<file path="config.mk">
export PLATFORM = sky130hd
export DESIGN_NAME = bram_rr_arbiter
export DESIGN_NICKNAME = d
export VERILOG_FILES = /design/src/rtl/bram_rr_arbiter.sv
export SDC_FILE = /design/constraint.sdc
export NUM_CORES = 1
export LEC_CHECK = 0
export CAP_MARGIN = 20
export CORE_AREA = 2 2 111 113
export CTS_CLUSTER_SIZE = 24
export DETAILED_ROUTE_END_ITERATION = 6
export DIE_AREA = 0 0 113 115
export PLACE_DENSITY = 0.8
export SKIP_CTS_REPAIR_TIMING = 1
export SLEW_MARGIN = 5
export SYNTH_ARGS = -nofsm -noshare
export SYNTH_HDL_FRONTEND = slang
export SYNTH_SLANG_ARGS = --single-unit
</file>
<file path="constraint.sdc">
create_clock -name clk -period 3.3 [get_ports clk]
set_input_delay 0.495 -clock clk [delete_from_list [all_inputs] [get_ports clk]]
set_output_delay 0.495 -clock clk [all_outputs]
set_load 0.1 [all_outputs]
</file>
<file path="src/rtl/bram_rr_arbiter.sv">
// Round-robin arbiter sharing one BRAM port among NUM_REQ requesters.
// Accepted requests are registered onto the RAM port, one per cycle. Reads are
// tracked through a latency-matched (valid, id) shift register, so every read
// result leaves tagged with the index of the requester that issued it.
module bram_rr_arbiter #(
   parameter int  NUM_REQ    = 4,
   parameter int  RAM_WIDTH  = 32,
   parameter int  RAM_DEPTH  = 512,
   parameter int  RD_LATENCY = 2,
   localparam int ADDR_W     = $clog2(RAM_DEPTH),
   localparam int ID_W       = $clog2(NUM_REQ)
) (
   input  logic                          clk,
   input  logic                          rst,
   input  logic [NUM_REQ-1:0]            req_valid,
   output logic [NUM_REQ-1:0]            req_ready,
   input  logic [NUM_REQ-1:0]            req_we,
   input  logic [NUM_REQ*ADDR_W-1:0]     req_addr,
   input  logic [NUM_REQ*RAM_WIDTH-1:0]  req_wdata,
   output logic                          rsp_valid,
   output logic [ID_W-1:0]               rsp_id,
   output logic [RAM_WIDTH-1:0]          rsp_data,
   output logic                          ram_en,
   output logic                          ram_we,
   output logic [ADDR_W-1:0]             ram_addr,
   output logic [RAM_WIDTH-1:0]          ram_din,
   output logic                          ram_regce,
   input  logic [RAM_WIDTH-1:0]          ram_dout
);

   logic [ID_W-1:0]      ptr;
   logic [ID_W-1:0]      ptr_next;
   logic                 gnt_any;
   logic [ID_W-1:0]      gnt_idx;
   logic                 accept;
   logic                 sel_we;
   logic [ADDR_W-1:0]    sel_addr;
   logic [RAM_WIDTH-1:0] sel_din;

   logic                 iss_rd_p0;
   logic [ID_W-1:0]      iss_id_p0;

   logic [RD_LATENCY-1:0] trk_vld_p;
   logic [ID_W-1:0]       trk_id_p [RD_LATENCY];

   // Scan from ptr upwards (mod NUM_REQ); iterating downwards lets the nearest index win
   always_comb begin
      int              j;
      logic [ID_W-1:0] idx;
      gnt_any = 1'b0;
      gnt_idx = '0;
      j       = 0;
      idx     = '0;
      for (int k = NUM_REQ - 1; k >= 0; k--) begin
         j = int'(ptr) + k;
         if (j >= NUM_REQ) begin
            j = j - NUM_REQ;
         end
         idx = ID_W'(j);
         if (req_valid[idx]) begin
            gnt_any = 1'b1;
            gnt_idx = idx;
         end
      end
   end

   assign accept   = gnt_any & ~rst;
   assign ptr_next = (gnt_idx == ID_W'(NUM_REQ - 1)) ? '0 : gnt_idx + 1'b1;

   // One-hot ready for the granted requester, muted while reset is held
   always_comb begin
      req_ready = '0;
      if (accept) begin
         req_ready[gnt_idx] = 1'b1;
      end
   end

   // Route the granted requester's command fields to the issue stage
   always_comb begin
      sel_we   = 1'b0;
      sel_addr = '0;
      sel_din  = '0;
      for (int i = 0; i < NUM_REQ; i++) begin
         if (gnt_idx == ID_W'(i)) begin
            sel_we   = req_we[i];
            sel_addr = req_addr[i*ADDR_W +: ADDR_W];
            sel_din  = req_wdata[i*RAM_WIDTH +: RAM_WIDTH];
         end
      end
   end

   // Issue stage (p0): drive the RAM port and advance the priority pointer
   always_ff @(posedge clk) begin
      if (rst) begin
         ptr       <= '0;
         ram_en    <= 1'b0;
         ram_we    <= 1'b0;
         ram_addr  <= '0;
         ram_din   <= '0;
         iss_rd_p0 <= 1'b0;
         iss_id_p0 <= '0;
      end else begin
         ram_en    <= accept;
         ram_we    <= accept & sel_we;
         iss_rd_p0 <= accept & ~sel_we;
         if (accept) begin
            ptr       <= ptr_next;
            ram_addr  <= sel_addr;
            ram_din   <= sel_din;
            iss_id_p0 <= gnt_idx;
         end
      end
   end

   // Read tracking: (valid, id) follows each issued read through the RAM latency
   always_ff @(posedge clk) begin
      if (rst) begin
         trk_vld_p <= '0;
         for (int s = 0; s < RD_LATENCY; s++) begin
            trk_id_p[s] <= '0;
         end
      end else begin
         trk_vld_p[0] <= iss_rd_p0;
         trk_id_p[0]  <= iss_id_p0;
         for (int s = 1; s < RD_LATENCY; s++) begin
            trk_vld_p[s] <= trk_vld_p[s-1];
            trk_id_p[s]  <= trk_id_p[s-1];
         end
      end
   end

   assign rsp_valid = trk_vld_p[RD_LATENCY-1];
   assign rsp_id    = trk_id_p[RD_LATENCY-1];
   assign rsp_data  = ram_dout;

   // The output register only needs a clock enable while a read is moving through it
   generate
      if (RD_LATENCY == 2) begin : g_oreg
         assign ram_regce = trk_vld_p[0];
      end else begin : g_no_oreg
         assign ram_regce = 1'b1;
      end
   endgenerate

endmodule

</file>
==> summary.txt, run 1 <==
Critical path
  • Slowest Stage Delay on Critical Path: slightly below 0.6 ns
  • Startpoint types: input port
  • CP arrival: 2.41 ns
  • CP Cell Sequence: clkdlybuf4s50_1 -> nand2_1 -> and3_1 -> o32ai_1 -> buf_4 -> ha_2 -> and2_1 -> buf_12
  • Required time worst endpoint: about 2.8 ns
  • Slowest stage cell, crit path: clkdlybuf4s50_1
  • Crit path kind: in2out
  • Worst-path maximum fanout: 5
  • Worst setup path start: req_valid[0]
  • Reg-to-Reg Start: ptr[1]
  • Worst Setup End Kind: primary output

Yosys
  • Cell area after synthesis: between 0.003 and 0.004 mm^2
  • Netlist cell types: 29
  • Synthesized Nets: 637
  • Seq cells post-synth: 54
  • Area fraction in and, or, nand and nor cells after synthesis: 0.267
  • Mux share of post-synthesis cell area: 0
  • Yosys warns: 0
  • Synth Area in XOR/XNOR: 0
  • Syn_area_per_cell: 8.68 um^2
  • Syn Inst Count: between 400 and 500
  • Synth Area in Adders: 0.0135
  • Synth Area in Compound Gates: 0.267
  • Largest family of logic cells by synthesized area: compound AO/OA/AOI/OAI gates
  • Sequential share of the synthesized area: 0.292

Place
  • Hpwl dp: 9200 um
  • GP Congestion: 0.817
  • Port Buf Inserts: 224

Hold path
  • Hold Path Origin: trk_id_p[0][0]
  • Hold Crit Class: reg2reg

Routing
  • Via count: around 3900
  • DRC Markers: 15
  • WL/cell: 16.4 um
  • Routed WL: 12200 um
  • TritonRoute pass-1 iters: 7
  • Routed Antenna Nets: 0
  • Detailed-route vias per instance: 5.21
  • Violation count after the first detailed-route iteration: ~160

Finish
  • Multi-input logic area: 0.00204 mm^2
  • Most common cell after layout, fill and taps aside: clkdlybuf4s50_1
  • Share of cells above drive strength 1: 0.126
  • Area Growth Syn to Fin: 59.3%
  • Fill cells: 1114
  • Reg area: 0.00108 mm^2
  • Ant. Diodes: 0
  • Final #Nets: between 800 and 900
  • Finished Core Util: 0.500
  • Commonest non-fill, non-tap cells in the layout: clkdlybuf4s50_1, dfxtp_1, nor2b_1, nor2_1, a21oi_1

STA
  • Final worst path period share: 0.879
  • Final Skew: ~0.0079 ns
  • # setup viols final: 0
  • Max-slew violation count: 0
  • Unrepaired setup endpoints after global routing: no
  • Maximum clock rate: 0.345 GHz
  • Fin. Hold Viols: 0
  • Setup_tns: 0 ns
  • Slew headroom: 0.326
  • Post-layout min period: 2.90 ns
  • Worst slew pin tran: 1.01 ns

Floorplanning
  • I/O pins: 289
  • Die Width: 113 um
  • Core footprint: between 0.01 and 0.015 mm^2
  • Die height: 115 um
  • FP Rows: 40
  • Starting Density: 0.314
  • Die area: 0.0130 mm^2

Power and ir drop
  • Net switching power: 0.00184 W
  • Logic pwr share: 0.629
  • Pwr/cell area: 643 mW/mm^2
  • Internal: 0.00195 W
  • Flop pwr share: 0.227
  • Leakage: 2.12 nW
  • Sw frac: 0.485
  • Clock power share: 0.145
  • Worst vdd ir: 0.314 mV

Clock tree
  • Max Root-Sink Buffers: 2
  • CTS tree: done
  • Root Driver: clkbuf_16
  • Clock buffer count from CTS: 5
  • CTS H-tree depth: 2
  • CTS clk-pin slew, worst paths: 0.08 ns
  • Num Clock Sinks: 54
  • Latest clock arrival within the worst-skew pair: 0.29 ns

Run
  • Max_cap viols: 0

Status
  • Violated checks: design-rule violations
  • Status: finished, violations left

GRT
  • Gr usage total: 0.172
  • Largest net degree at the start of global routing: 52
  • Total congestion overflow: 0
  • Vias in the first global route: 3786
  • First-pass GRT wire length: about 18000 um
  • Antenna violations before repair: 0
path summary, 6_finish.rpt:
path,endpoint,slack [ns],depth (start not counted)
worst max-delay path,req_ready[1],0.40,8
worst min-delay path,trk_id_p[0][2],0.44,1
worst max register to register,ram_din[22],0.97,10
worst min register to register,trk_id_p[0][2],0.44,1
Yosys cell counts:
cell type / number / area share
ha_1: 4 / 0.014
dfxtp_1: 54 / 0.29
or4_1: 1 / 0.0020
and2b_2: 4 / 0.0095
and2_1: 4 / 0.0068
and3_1: 2 / 0.0034
clkbuf_1: 16 / 0.016
o221ai_1: 1 / 0.0024
a211oi_1: 1 / 0.0020
a21oi_1: 44 / 0.059
nor4_4: 1 / 0.0057
o31a_1: 40 / 0.095
nand3b_1: 1 / 0.0020
a22oi_1: 1 / 0.0020
a21boi_0: 1 / 0.0020
nor2_1: 45 / 0.046
a221oi_1: 41 / 0.097
nand2_1: 7 / 0.0071
o21ai_0: 2 / 0.0027
nor2b_1: 47 / 0.079
buf_6: 7 / 0.021
buf_4: 39 / 0.079
inv_1: 4 / 0.0041
a21oi_2: 1 / 0.0024
nor3_1: 6 / 0.0081
buf_2: 8 / 0.011
nor3_2: 36 / 0.097
clkbuf_8: 8 / 0.030
o32ai_1: 1 / 0.0024
area by class of cell:
| class | count | area share |
|---|---|---|
| inverters | 4 | 0.00254 |
| clock inverters | 2 | 0.00276 |
| repair buffers | 239 | 0.411 |
| multi-input cells | 291 | 0.346 |
| clock buffers | 6 | 0.0235 |
| flip-flops and latches | 54 | 0.183 |
| well taps | 147 | 0.0312 |
routing by layer:
metal	wire length [um]	vias to the layer above	share of wire	global-route usage
li1	-	1851	-	-
met1	4850	1817	0.40	0.201
met2	6250	168	0.51	0.319
met3	832	34	0.068	0.0306
met4	245	0	0.020	0.0569
met5	0	-	0	0
power by group through the flow:
stage | combinational (W) | sequential, W | clock (W)
global route | 0.00250 | 0.000877 | 0.000607
detailed placement | 0.00239 | 0.000876 | 0
CTS | 0.00240 | 0.000862 | 0.000575
floorplan | 0.00105 | 0.00175 | 0
finish | 0.00238 | 0.000860 | 0.000548
global placement | 0.00236 | 0.000871 | 0
kinds of logic after synthesis:
group / Yosys count
adder cells (fa/ha/maj): 4
flip-flops: 54
AND/OR/NAND/NOR: 154
AO/OA/AOI/OAI: 133
buffers and inverters: 82
critical path, delay by kind of cell:
| kind | cells | cell delay (ns) |
|---|---|---|
| compound gates | 1 | 0.28 |
| fa+ha+maj | 1 | 0.24 |
| simple gates | 3 | 0.44 |
| buf+inv | 3 | 0.95 |
sequential cells by signal (all words and copies together) (netlist names):
signal	flops
iss_id_p0	2
iss_rd_p0	1
ptr	2
ram_addr	9
ram_din	32
ram_en	1
ram_we	1
trk_id_p	4
trk_vld_p	2
per-stage QoR:
| stage | setup WS [ns] | instances | instance area, um^2 | total power (W) | hold WS (ns) |
|---|---|---|---|---|---|
| 4_1_cts | 0.407 | 743 | 5900 | 0.00383 | 0.444 |
| 3_5_place_dp | 0.285 | 735 | 5750 | 0.00327 | 0.427 |
| 3_3_place_gp | 0.354 | 735 | 5750 | 0.00323 | 0.423 |
| 6_report | 0.398 | 743 | 5900 | 0.00379 | 0.443 |
| 2_1_floorplan | 0.408 | 427 | 3700 | 0.00280 | 0.414 |
| 5_1_grt | 0.284 | 743 | 5900 | 0.00398 | 0.471 |
(Power assumes the default switching activity.)
==> run 2: changes to the inputs <==
--- a/config.mk
+++ b/config.mk
@@ -5,7 +5,7 @@
 export SDC_FILE = /design/constraint.sdc
 export NUM_CORES = 1
 export LEC_CHECK = 0
-export CAP_MARGIN = 20
+export CAP_MARGIN = 0
 export CORE_AREA = 2 2 111 113
 export CTS_CLUSTER_SIZE = 24
 export DETAILED_ROUTE_END_ITERATION = 6
==> results of run 2 <==
Final layout, timing and power as in run 1 (identical DEF).
